$ cat config.mk
export PLATFORM = sky130hd
export DESIGN_NAME = cook_timer_ctrl
export DESIGN_NICKNAME = d
export VERILOG_FILES = /design/src/rtl/cook_timer_ctrl.sv
export SDC_FILE = /design/constraint.sdc
export NUM_CORES = 1
export LEC_CHECK = 0
export ABC_CLOCK_PERIOD_IN_PS = 2700
export CORE_ASPECT_RATIO = 0.5
export CORE_MARGIN = 4
export CORE_UTILIZATION = 30
export CTS_CLUSTER_SIZE = 40
export DETAILED_ROUTE_END_ITERATION = 16
export GPL_ROUTABILITY_DRIVEN = 0
export HOLD_SLACK_MARGIN = 0.1
export PLACE_DENSITY_LB_ADDON = 0.2
export SLEW_MARGIN = 30
export SYNTH_ARGS = -nofsm -noshare
export SYNTH_HDL_FRONTEND = slang
export SYNTH_SLANG_ARGS = --single-unit
$ cat constraint.sdc
create_clock -name clock -period 2.7 [get_ports clock]
set_clock_uncertainty 0.2 [all_clocks]
set_input_delay 0.81 -clock clock [delete_from_list [all_inputs] [get_ports clock]]
set_output_delay 0.81 -clock clock [all_outputs]
set_load 0.05 [all_outputs]
$ cat src/rtl/cook_timer_ctrl.sv
// Microwave cook timer: BCD mm:ss keypad entry, one-second countdown, door interlock.
// Optional feature macro: COOK_TIMER_QUICK_START_EN (start at 00:00 loads 00:30 and cooks).
//
// state | meaning
// IDLE  | time entry; keys shift in from the right, stop clears
// COOK  | magnetron on, prescaler running, time counts down
// PAUSE | door opened or stop pressed; time and prescaler frozen
// DONE  | countdown reached 00:00; any key, stop or door open returns to IDLE
module cook_timer_ctrl #(
    parameter int TICK_DIV = 100000000
) (
    input  logic       clock,
    input  logic       clear,
    input  logic       key_valid,
    input  logic [3:0] key_digit,
    input  logic       start,
    input  logic       stop,
    input  logic       door_closed,
    output logic [3:0] min_tens,
    output logic [3:0] min_units,
    output logic [3:0] sec_tens,
    output logic [3:0] sec_units,
    output logic [1:0] state,
    output logic       mag_on,
    output logic       done
);

    localparam int PW = (TICK_DIV > 2) ? $clog2(TICK_DIV) : 1;
    localparam logic [PW-1:0] LP_LAST = PW'(TICK_DIV - 1);

    typedef enum logic [1:0] {
        S_IDLE  = 2'b00,
        S_COOK  = 2'b01,
        S_PAUSE = 2'b10,
        S_DONE  = 2'b11
    } state_t;

    state_t        r_state;
    logic [3:0]    r_min_tens;
    logic [3:0]    r_min_units;
    logic [3:0]    r_sec_tens;
    logic [3:0]    r_sec_units;
    logic [PW-1:0] r_presc;

    logic [3:0] w_dec_mt;
    logic [3:0] w_dec_mu;
    logic [3:0] w_dec_st;
    logic [3:0] w_dec_su;
    logic       w_time_zero;
    logic       w_last_sec;
    logic       w_key_ok;
    logic       w_tick;

    assign w_time_zero = (r_min_tens == 4'd0) && (r_min_units == 4'd0) &&
                         (r_sec_tens == 4'd0) && (r_sec_units == 4'd0);
    assign w_last_sec  = (r_min_tens == 4'd0) && (r_min_units == 4'd0) &&
                         (r_sec_tens == 4'd0) && (r_sec_units == 4'd1);
    assign w_key_ok    = key_valid && (key_digit <= 4'd9);
    assign w_tick      = (r_presc == LP_LAST);

    // Borrow chain; sec_tens above 5 simply counts down like any other digit.
    always_comb begin
        w_dec_mt = r_min_tens;
        w_dec_mu = r_min_units;
        w_dec_st = r_sec_tens;
        w_dec_su = r_sec_units;
        if (r_sec_units != 4'd0) begin
            w_dec_su = r_sec_units - 4'd1;
        end else if (r_sec_tens != 4'd0) begin
            w_dec_st = r_sec_tens - 4'd1;
            w_dec_su = 4'd9;
        end else if (r_min_units != 4'd0) begin
            w_dec_mu = r_min_units - 4'd1;
            w_dec_st = 4'd5;
            w_dec_su = 4'd9;
        end else begin
            w_dec_mt = r_min_tens - 4'd1;
            w_dec_mu = 4'd9;
            w_dec_st = 4'd5;
            w_dec_su = 4'd9;
        end
    end

    always_ff @(posedge clock) begin
        if (clear) begin
            r_state     <= S_IDLE;
            r_min_tens  <= 4'd0;
            r_min_units <= 4'd0;
            r_sec_tens  <= 4'd0;
            r_sec_units <= 4'd0;
            r_presc     <= '0;
        end else begin
            case (r_state)
                S_IDLE: begin
                    if (stop) begin
                        r_min_tens  <= 4'd0;
                        r_min_units <= 4'd0;
                        r_sec_tens  <= 4'd0;
                        r_sec_units <= 4'd0;
                    end else if (start) begin
                        if (door_closed && !w_time_zero) begin
                            r_state <= S_COOK;
                            r_presc <= '0;
                        end
`ifdef COOK_TIMER_QUICK_START_EN
                        else if (door_closed && w_time_zero) begin
                            r_state    <= S_COOK;
                            r_presc    <= '0;
                            r_sec_tens <= 4'd3;
                        end
`endif
                    end else if (w_key_ok) begin
                        r_min_tens  <= r_min_units;
                        r_min_units <= r_sec_tens;
                        r_sec_tens  <= r_sec_units;
                        r_sec_units <= key_digit;
                    end
                end
                S_COOK: begin
                    if (!door_closed || stop) begin
                        r_state <= S_PAUSE;
                    end else if (w_tick) begin
                        r_presc     <= '0;
                        r_min_tens  <= w_dec_mt;
                        r_min_units <= w_dec_mu;
                        r_sec_tens  <= w_dec_st;
                        r_sec_units <= w_dec_su;
                        if (w_last_sec) begin
                            r_state <= S_DONE;
                        end
                    end else begin
                        r_presc <= r_presc + PW'(1);
                    end
                end
                S_PAUSE: begin
                    // Prescaler is held so a resumed cook keeps its partial second.
                    if (stop) begin
                        r_state     <= S_IDLE;
                        r_min_tens  <= 4'd0;
                        r_min_units <= 4'd0;
                        r_sec_tens  <= 4'd0;
                        r_sec_units <= 4'd0;
                    end else if (start && door_closed) begin
                        r_state <= S_COOK;
                    end
                end
                S_DONE: begin
                    if (stop || key_valid || !door_closed) begin
                        r_state <= S_IDLE;
                    end
                end
                default: r_state <= S_IDLE;
            endcase
        end
    end

    assign min_tens  = r_min_tens;
    assign min_units = r_min_units;
    assign sec_tens  = r_sec_tens;
    assign sec_units = r_sec_units;
    assign state     = r_state;
    assign mag_on    = (r_state == S_COOK);
    assign done      = (r_state == S_DONE);

endmodule
; After elaboration in Yosys (flattened, before gate mapping)
; Index checks and enable logic that the tools add are counted.
[word_totals]
register_bits = 45
out_inout_bits = 20
elab_cells = 110
[op_classes]
reduce_logical = 28
magnitude_cmp = 1
eq_ne = 20
add_sub_neg = 5
muxes = 50
[ops]
columns = operator, n
row1 = $mux W27, 5
row2 = $mux W4, 30
row3 = $pmux W27 S2, 1
row4 = $pmux W4 S3, 4
row5 = $add A27 B1 Y27 const B, 1
row6 = $eq A27 B27 Y1 const B, 1
row7 = $mux W2, 9
row8 = $logic_not A4 Y1, 4
row9 = $ne A2 B2 Y1 const B, 8
row10 = $sub A4 B1 Y4 const B, 4
row11 = $reduce_and A7 Y1, 2
row12 = $reduce_bool A4 Y1, 3
row13 = $ne A3 B3 Y1 const B, 3
row14 = $reduce_and A9 Y1, 1
row15 = $pmux W2 S4, 1
row16 = $reduce_and A8 Y1, 1
row17 = $logic_and A1 B1 Y1, 7
row18 = $ne A3 B1 Y1 const B, 2
row19 = $reduce_and A6 Y1, 1
row20 = $reduce_and A5 Y1, 1
row21 = $eq A2 B2 Y1 const B, 2
row22 = $eq A4 B1 Y1 const B, 1
row23 = $le A4 B4 Y1 const B, 1
row24 = $ne A2 B1 Y1 const B, 2
row25 = 6 further kinds, 9

; Longest topological paths before layout
[logic_depth]
depth_word = 10
mapped_depth = 10

; Worst setup path before layout
; No wires, ideal clock.
[synth_timing]
path_kind = flip-flop to flip-flop
startpoint = register r_state[0], in the netlist state[0]
endpoint = register r_min_tens[2], in the netlist min_tens[2]
setup_slack_ns = -0.089
period_less_slack_ns = 2.789
arrival_time_ns = 2.496
path_buffers = 1
path_stages_with_launch = 8
path_cell_list = dfxtp_1 > ha_1 > buf_2 > clkinv_1 > nor2_1 > a32oi_1 > or2_2 > o32ai_1
[synth_via]
elab_chain_cells = 3
[synth_rtl]
columns = element, line_no
row1 = from (decl), 38  ; state_t r_state;
row2 = from (signal assigned), 86  ; r_state <= S_IDLE;
row3 = from (signal assigned), 102  ; r_state <= S_COOK;
row4 = from (signal assigned), 121  ; r_state <= S_PAUSE;
row5 = $eq A2 B1 Y1 *, -
row6 = via mag_on, 24  ; output logic mag_on,
row7 = $ne A2 B2 Y1 (no source line) (tied with other cells), -
row8 = $reduce_and A9 Y1 (no source line), -
row9 = to (signal assigned), 113  ; r_min_tens <= r_min_units;
row10 = to (signal assigned), 124  ; r_min_tens <= w_dec_mt;
row11 = to (decl), 39  ; logic [3:0] r_min_tens;
; Mark *: on every way through the listed nets, which the timed path passes. The rest lies on a longest branch.
; A chain may end at the register's enable or synchronous reset.

; Worst setup path in the final report
[layout_timing]
startpoint = register r_sec_units[0], in the netlist sec_units[0]
endpoint = output sec_units[0]
[layout_lines]
columns = element, line_no
row1 = from (decl), 42  ; logic [3:0] r_sec_units;
row2 = from (signal assigned), 116  ; r_sec_units <= key_digit;
row3 = from (signal assigned), 127  ; r_sec_units <= w_dec_su;
row4 = to (decl), 22  ; output logic [3:0] sec_units,
; No word-level cell between the ends.

==> impl_results.md <==
- Post-synthesis cell count: 385
- Number of flops mapped to enable cells by yosys: 0
- Synth top area cells: dfxtp_1, a21oi_1, ha_1, a311oi_1, nand2_1
- Family with the most delay on the worst path: buffers and inverters
- Max Fclk: 377 MHz
- Final Non-Filler Cells: 564
- Clk sinks: 45
- Least-Margin Pin Slew: 0.519 ns
- Largest area contributor in the netlist: dfxtp_1
- DP Wirelength: 6610 um
- Post-synth top cells: dfxtp_1, a21oi_1, nand2_1
- WS Path Type: reg -> out
- HP Start: r_presc[1]
- Crit-path max cell delay: 0.86 ns
- Post-CTS Hold Buffers: 0
- Area grow syn2layout: 25.0%
- Pwr per Cell Area: 879 nW/um^2
- Top-count cell post-synth: dfxtp_1
- RSZ-0062 raised after global routing: false
- Die Span X: 152 um
- Register area share after synthesis: 0.289
- Critical path fanouts, max: 8
- DIE AREA: 12200 um^2
- Remaining Overflow, GRT: 0
- Initial antenna violation count: 0
- Min Tclk post-route: 2.66 ns
- Drt total wl: 9280 um
- Final setup violation count: 0
- Final Max Slew Viols: 0
- Placed Cells: 557
- Post-synth cell types: 69
- Critical path endpoint category: output pin
- Layout cells sized above 1: 0.161
- Post-DR vias/cell: 5.70
- Core Area: 9760 um^2
- Rows: 25
- Worst slew margin relative to its limit: 0.651
- Htree depth: 2
- Top cell type's share of synthesized area: 0.289
- Synthesized area: 3120 um^2
- Post-synth net total: 406
- Clock Latency Late Sink: 0.29 ns
- Detailed router's first-iteration violation count: 222
- Fin. Hold Viols: 0
- Buf/Inv on CP: 1
- Critical Path AT: 1.65 ns
- Largest net degree at the start of global routing: 31
- Tcrit/Tclk final: 0.984
- Hold slack: 0.295 ns
- Nets: 450
- Drt pass-1 iters: 5
- Worst reg-to-reg path cell count: 6
- Worst EP required: 1.69 ns
- Routed vias: 3215
- Slowest-stage cell, CP: clkdlybuf4s50_1
- First-pass GRT wire length: 15700 um
- Main flop type after synthesis: dfxtp_1
- Asr flop ratio synth: 0
- Hold EP: r_presc[1]
- Hold WC Path Type: reg -> reg
- Status: completed
- Flop2flop setup slack: 0.23 ns
- Initial core utilization: 0.319
- Routed Antenna Nets: 0
- Synth Area per Inst: 8.09 um^2
- Root Buffer: clkbuf_16
- Die extent in y: 80.1 um
- Setup TNS Final: 0 ns
- Number of global-route vias before repair: 3033
- Clock Path Buffers: 2
- CP cell instances: clkdlybuf4s50_1
- Clock transition at path regs: 0.06 ns
- R2R Path Start: r_presc[0]
- Flops & latches, synth: 45
- Hold Path Stages: 2
- VDD IR-drop max: 0.000238 V
- TritonCTS Buffers: 5
- Diodes inserted: 0
- GRT Total Usage: 0.155
- Leak: 0.00131 uW
- Yosys warning count: 0
- Worst reg2reg endpoint: sec_tens[1]
- Fill count: 996
- CTS tree: done
- Worst setup SP type: register
- WL per Instance: 16.4 um
- Port buffer count: 29
- DRC Markers: 0
- I/O pins: 30
- Max-Cap Viols: 0
[logic make-up after synthesis]
family / synth area share
mux: 0.0137
compound gates: 0.276
xor+xnor: 0.00562
buf+inv: 0.0606
simple gates: 0.311
fa+ha+maj: 0.0442
flops: 0.289
[metrics by stage]
step,util,setup WS (ns),total power (uW),area (um^2)
floorplan,-,0.0500,2100,3120
global placement,0.381,-0.170,2790,3720
detailed placement,0.381,-0.220,2790,3720
CTS,0.396,0.0219,3430,3860
global route,0.399,0.00431,3660,3890
finish,0.399,0.0440,3420,3890
[repair_timing]
item / in CTS / in global routing
setup endpoints to repair: 0 / 13
setup buffers: 0 / 0
gates resized for setup: 0 / 8
[placed cells by master, fill, tap and decap left out, drive strengths merged, types with 4 or more instances in the layout]
master	Yosys	final
buf	9	36
clkdlybuf4s50	0	24
nand3b	4	4
o21ai	14	14
a221oi	4	4
a31oi	13	13
nand2	24	24
nor3b	6	6
o31ai	5	5
nand4	13	13
a41oi	5	5
nand2b	8	8
a21oi	32	32
nand3	16	16
ha	11	11
nor4b	6	6
nor4	7	7
a211oi	4	4
and4	5	5
nor3	17	17
or3b	4	4
a311oi	12	12
clkbuf	15	7
or4	6	6
o32ai	4	4
nor2	22	22
dfxtp	45	45
inv	20	20
[per-layer routing]
metal / up-vias / track usage / share of wire
met5: - / 0 / 0
met4: 0 / 0.0323 / 0.0091
met3: 8 / 0.0344 / 0.050
met2: 70 / 0.250 / 0.44
met1: 1542 / 0.213 / 0.50
li1: 1595 / - / -
[worst max-delay path by stage]
stage | from | end | cells after the start
finish | sec_units[0] | sec_units[0] | 1
global route | min_units[0] | min_units[0] | 1
CTS | min_units[2] | min_units[2] | 1
detailed placement | stop | sec_units[0] | 7
global placement | stop | sec_units[0] | 7
floorplan | state[0] | min_tens[2] | 7
[report_power, final]
part	switching (uW)	leakage [uW]	total [uW]	internal [uW]
clock network	259	0.0000700	623	364
logic	1150	0.000877	1900	753
registers	145	0.000365	894	750
[sequential cells by signal (all words and copies together) (netlist names)]
| name | flops |
|---|---|
| min_tens | 4 |
| min_units | 4 |
| r_presc | 27 |
| sec_tens | 4 |
| sec_units | 4 |
| state | 2 |
[layout make-up]
class	instances	area, um^2	area share
timing repair buffer	61	546	0.140
clock buffer	7	143	0.0366
tap	135	169	0.0434
inverter	21	78.8	0.0202
sequential	45	901	0.231
multi-input combinational	295	2060	0.528
No activity file was read; power rests on OpenSTA's default activity.
==> variant, RTL diff (same settings) <==
The option `COOK_TIMER_QUICK_START_EN` is turned on by a define.
--- a/src/rtl/cook_timer_ctrl.sv
+++ b/src/rtl/cook_timer_ctrl.sv
@@ -6,6 +6,8 @@
 // COOK  | magnetron on, prescaler running, time counts down
 // PAUSE | door opened or stop pressed; time and prescaler frozen
 // DONE  | countdown reached 00:00; any key, stop or door open returns to IDLE
+`define COOK_TIMER_QUICK_START_EN
+
 module cook_timer_ctrl #(
     parameter int TICK_DIV = 100000000
 ) (
Check against the original RTL: not equivalent (a bounded check fails within 4 cycles, from zero or initial values).
==> variant against the unedited design <==
- setup slack worse by 61 ps
- critical path depth up 7
- synthesized area down 16%
- maximum frequency down 2.3%
- final cell count down 9.2%
- non-clock buffer count up 27
- wire length down 21%
- largest cell class unchanged
- design area down 3.5%
- the flow now finishes with violations (setup timing)
- sequential cell count unchanged
- count of clock-buffer cells in the layout down 2
- total power up 9.9%
- sequential share of layout area up 1.3 points
==> variant: results (changes against the unedited design) <==
Outcome
  • Run status: finished, violations left (was finished, final reports clean)
  • Failing checks: setup timing

Layout
  • Layout cells sized above 1: 30.75% (was 16.08%)
  • Non-clock buffering overhead: 19.91% (was 14.01%)
  • Layout Nets: 422 (was 450)
  • Multi-input gate area: 1728 um2 (was 2058 um2)
  • Non-clk bufs: 88 (was 61)
  • Multi-input gates: 240 (was 295)
  • Reg area: 919.6 um2 (was 900.9 um2)

STA
  • Setup violations, final: 4 (was 0)
  • Setup ws final: -17.44 ps (was 43.98 ps)

Worst setup path
  • Reg2reg end: min_tens[0]$_SDFFE_PP0P_ (was sec_tens[1]$_SDFFE_PP0P_)
  • WS Path Type: flop to flop (was flop to primary output)
  • Worst r2r src: sec_units[0]$_SDFFE_PP0P_ (was r_presc[0]$_SDFFE_PP0P_)

Synth
  • Dominant cells by area after synthesis: dfxtp_1, nor2_1, ha_1, xnor2_1, a211oi_1 (was dfxtp_1, a21oi_1, ha_1, a311oi_1, nand2_1)
  • Synth unique cells: 52 (was 69)
  • Sequential-to-total area share from yosys stat: 34.45% (was 28.92%)
  • Mapped Nets: 337 (was 406)
  • Synth top cells by count: dfxtp_1, nor2_1, inv_1 (was dfxtp_1, a21oi_1, nand2_1)

Global routing
  • First-pass GRT wire length: 12140 um (was 15710 um)
  • Number of global-route vias before repair: 2545 (was 3033)
  • Largest net degree at the start of global routing: 28 (was 31)

Clock tree
  • Post-CTS Resized: 15 (was 0)

Placement
  • Pre-CTS setup slack: -537.2 ps (was -219.8 ps)
  • DP HPWL: 5462 um (was 6613 um)

Power and ir drop
  • P_leak: 1.450 nW (was 1.312 nW)
  • Internal cell power: 2.100 mW (was 1.866 mW)
  • Peak supply drop: 0.5643 mV (was 0.2382 mV)

Detailed routing
  • Drt pass-1 iters: 4 (was 5)
  • First DRT Iteration DRCs: 157 (was 222)
  • Drt total wl: 7328 um (was 9277 um)
-- variant: cell types whose count changed in the layout (fill, tap and decap cells not counted), moves of 8 or more --
cell | unedited run | this run
dfxtp_1 | 45 | 36
xnor2_1 | 0 | 15
buf_4 | 33 | 59
nand3_1 | 13 | 5
a311oi_1 | 12 | 0
a21oi_1 | 32 | 16
a31oi_1 | 13 | 0
nor2_1 | 22 | 41
-- variant: power by group through the flow --
| stage | Clock, mW | Combinational [mW] | Sequential (mW) |
|---|---|---|---|
| final | 0.604 | 2.24 | 0.916 |
| after global routing | 0.651 | 2.40 | 0.933 |
| after CTS | 0.620 | 2.08 | 0.903 |
| after detailed placement | 0 | 2.01 | 0.911 |
| after global placement | 0 | 1.98 | 0.905 |
| after floorplan | 0 | 0.919 | 1.29 |
-- variant: cells by family after synthesis --
| family | count (synthesis) | share of synthesized area [%] |
|---|---|---|
| buf+inv | 30 | 5.550 |
| flops | 45 | 34.45 |
| mux | 4 | 1.531 |
| fa+ha+maj | 12 | 5.741 |
| compound gates | 72 | 18.66 |
| simple gates | 128 | 26.03 |
| xor+xnor | 24 | 8.039 |
-- variant: critical path: stages (launching register included) --
cell      delay, ps
dfxtp_4         350
inv_4            60
ha_4            120
or3b_4          380
or3_1           340
or4_4           460
o31a_4          430
a221oi_2        200
a211oi_1         60
-- variant: worst min path at each step --
stage,slack (ps),to,start,cells past startpoint
after CTS,290,r_presc[7]$_SDFFE_PP0P_,r_presc[7]$_SDFFE_PP0P_,2
final,280,r_presc[7]$_SDFFE_PP0P_,r_presc[7]$_SDFFE_PP0P_,2
after detailed placement,280,r_presc[7]$_SDFFE_PP0P_,r_presc[7]$_SDFFE_PP0P_,2
after global routing,330,sec_tens[1]$_SDFFE_PP0P_,sec_tens[1]$_SDFFE_PP0P_,2
after global placement,260,r_presc[24]$_SDFFE_PP0P_,r_presc[24]$_SDFFE_PP0P_,2
after floorplan,250,r_presc[24]$_SDFFE_PP0P_,r_presc[24]$_SDFFE_PP0P_,2
-- variant: layer usage --
layer / vias to the layer above / routed length (um) / GRT usage, %
met5: - / 0 / 0
met4: 0 / 81 / 4.941
li1: 1304 / - / -
met2: 39 / 3514 / 24.85
met1: 1248 / 3397 / 18.27
met3: 7 / 334 / 3.532
-- variant: per-stage QoR --
| step | util [%] | std cells | instance area [um2] |
|---|---|---|---|
| 6_report | 45.67 | 512 | 3759 |
| 5_1_grt | 45.67 | 512 | 3759 |
| 2_1_floorplan | - | 315 | 2658 |
| 4_1_cts | 44.25 | 510 | 3642 |
| 3_3_place_gp | 41.87 | 502 | 3446 |
| 3_5_place_dp | 41.87 | 502 | 3446 |
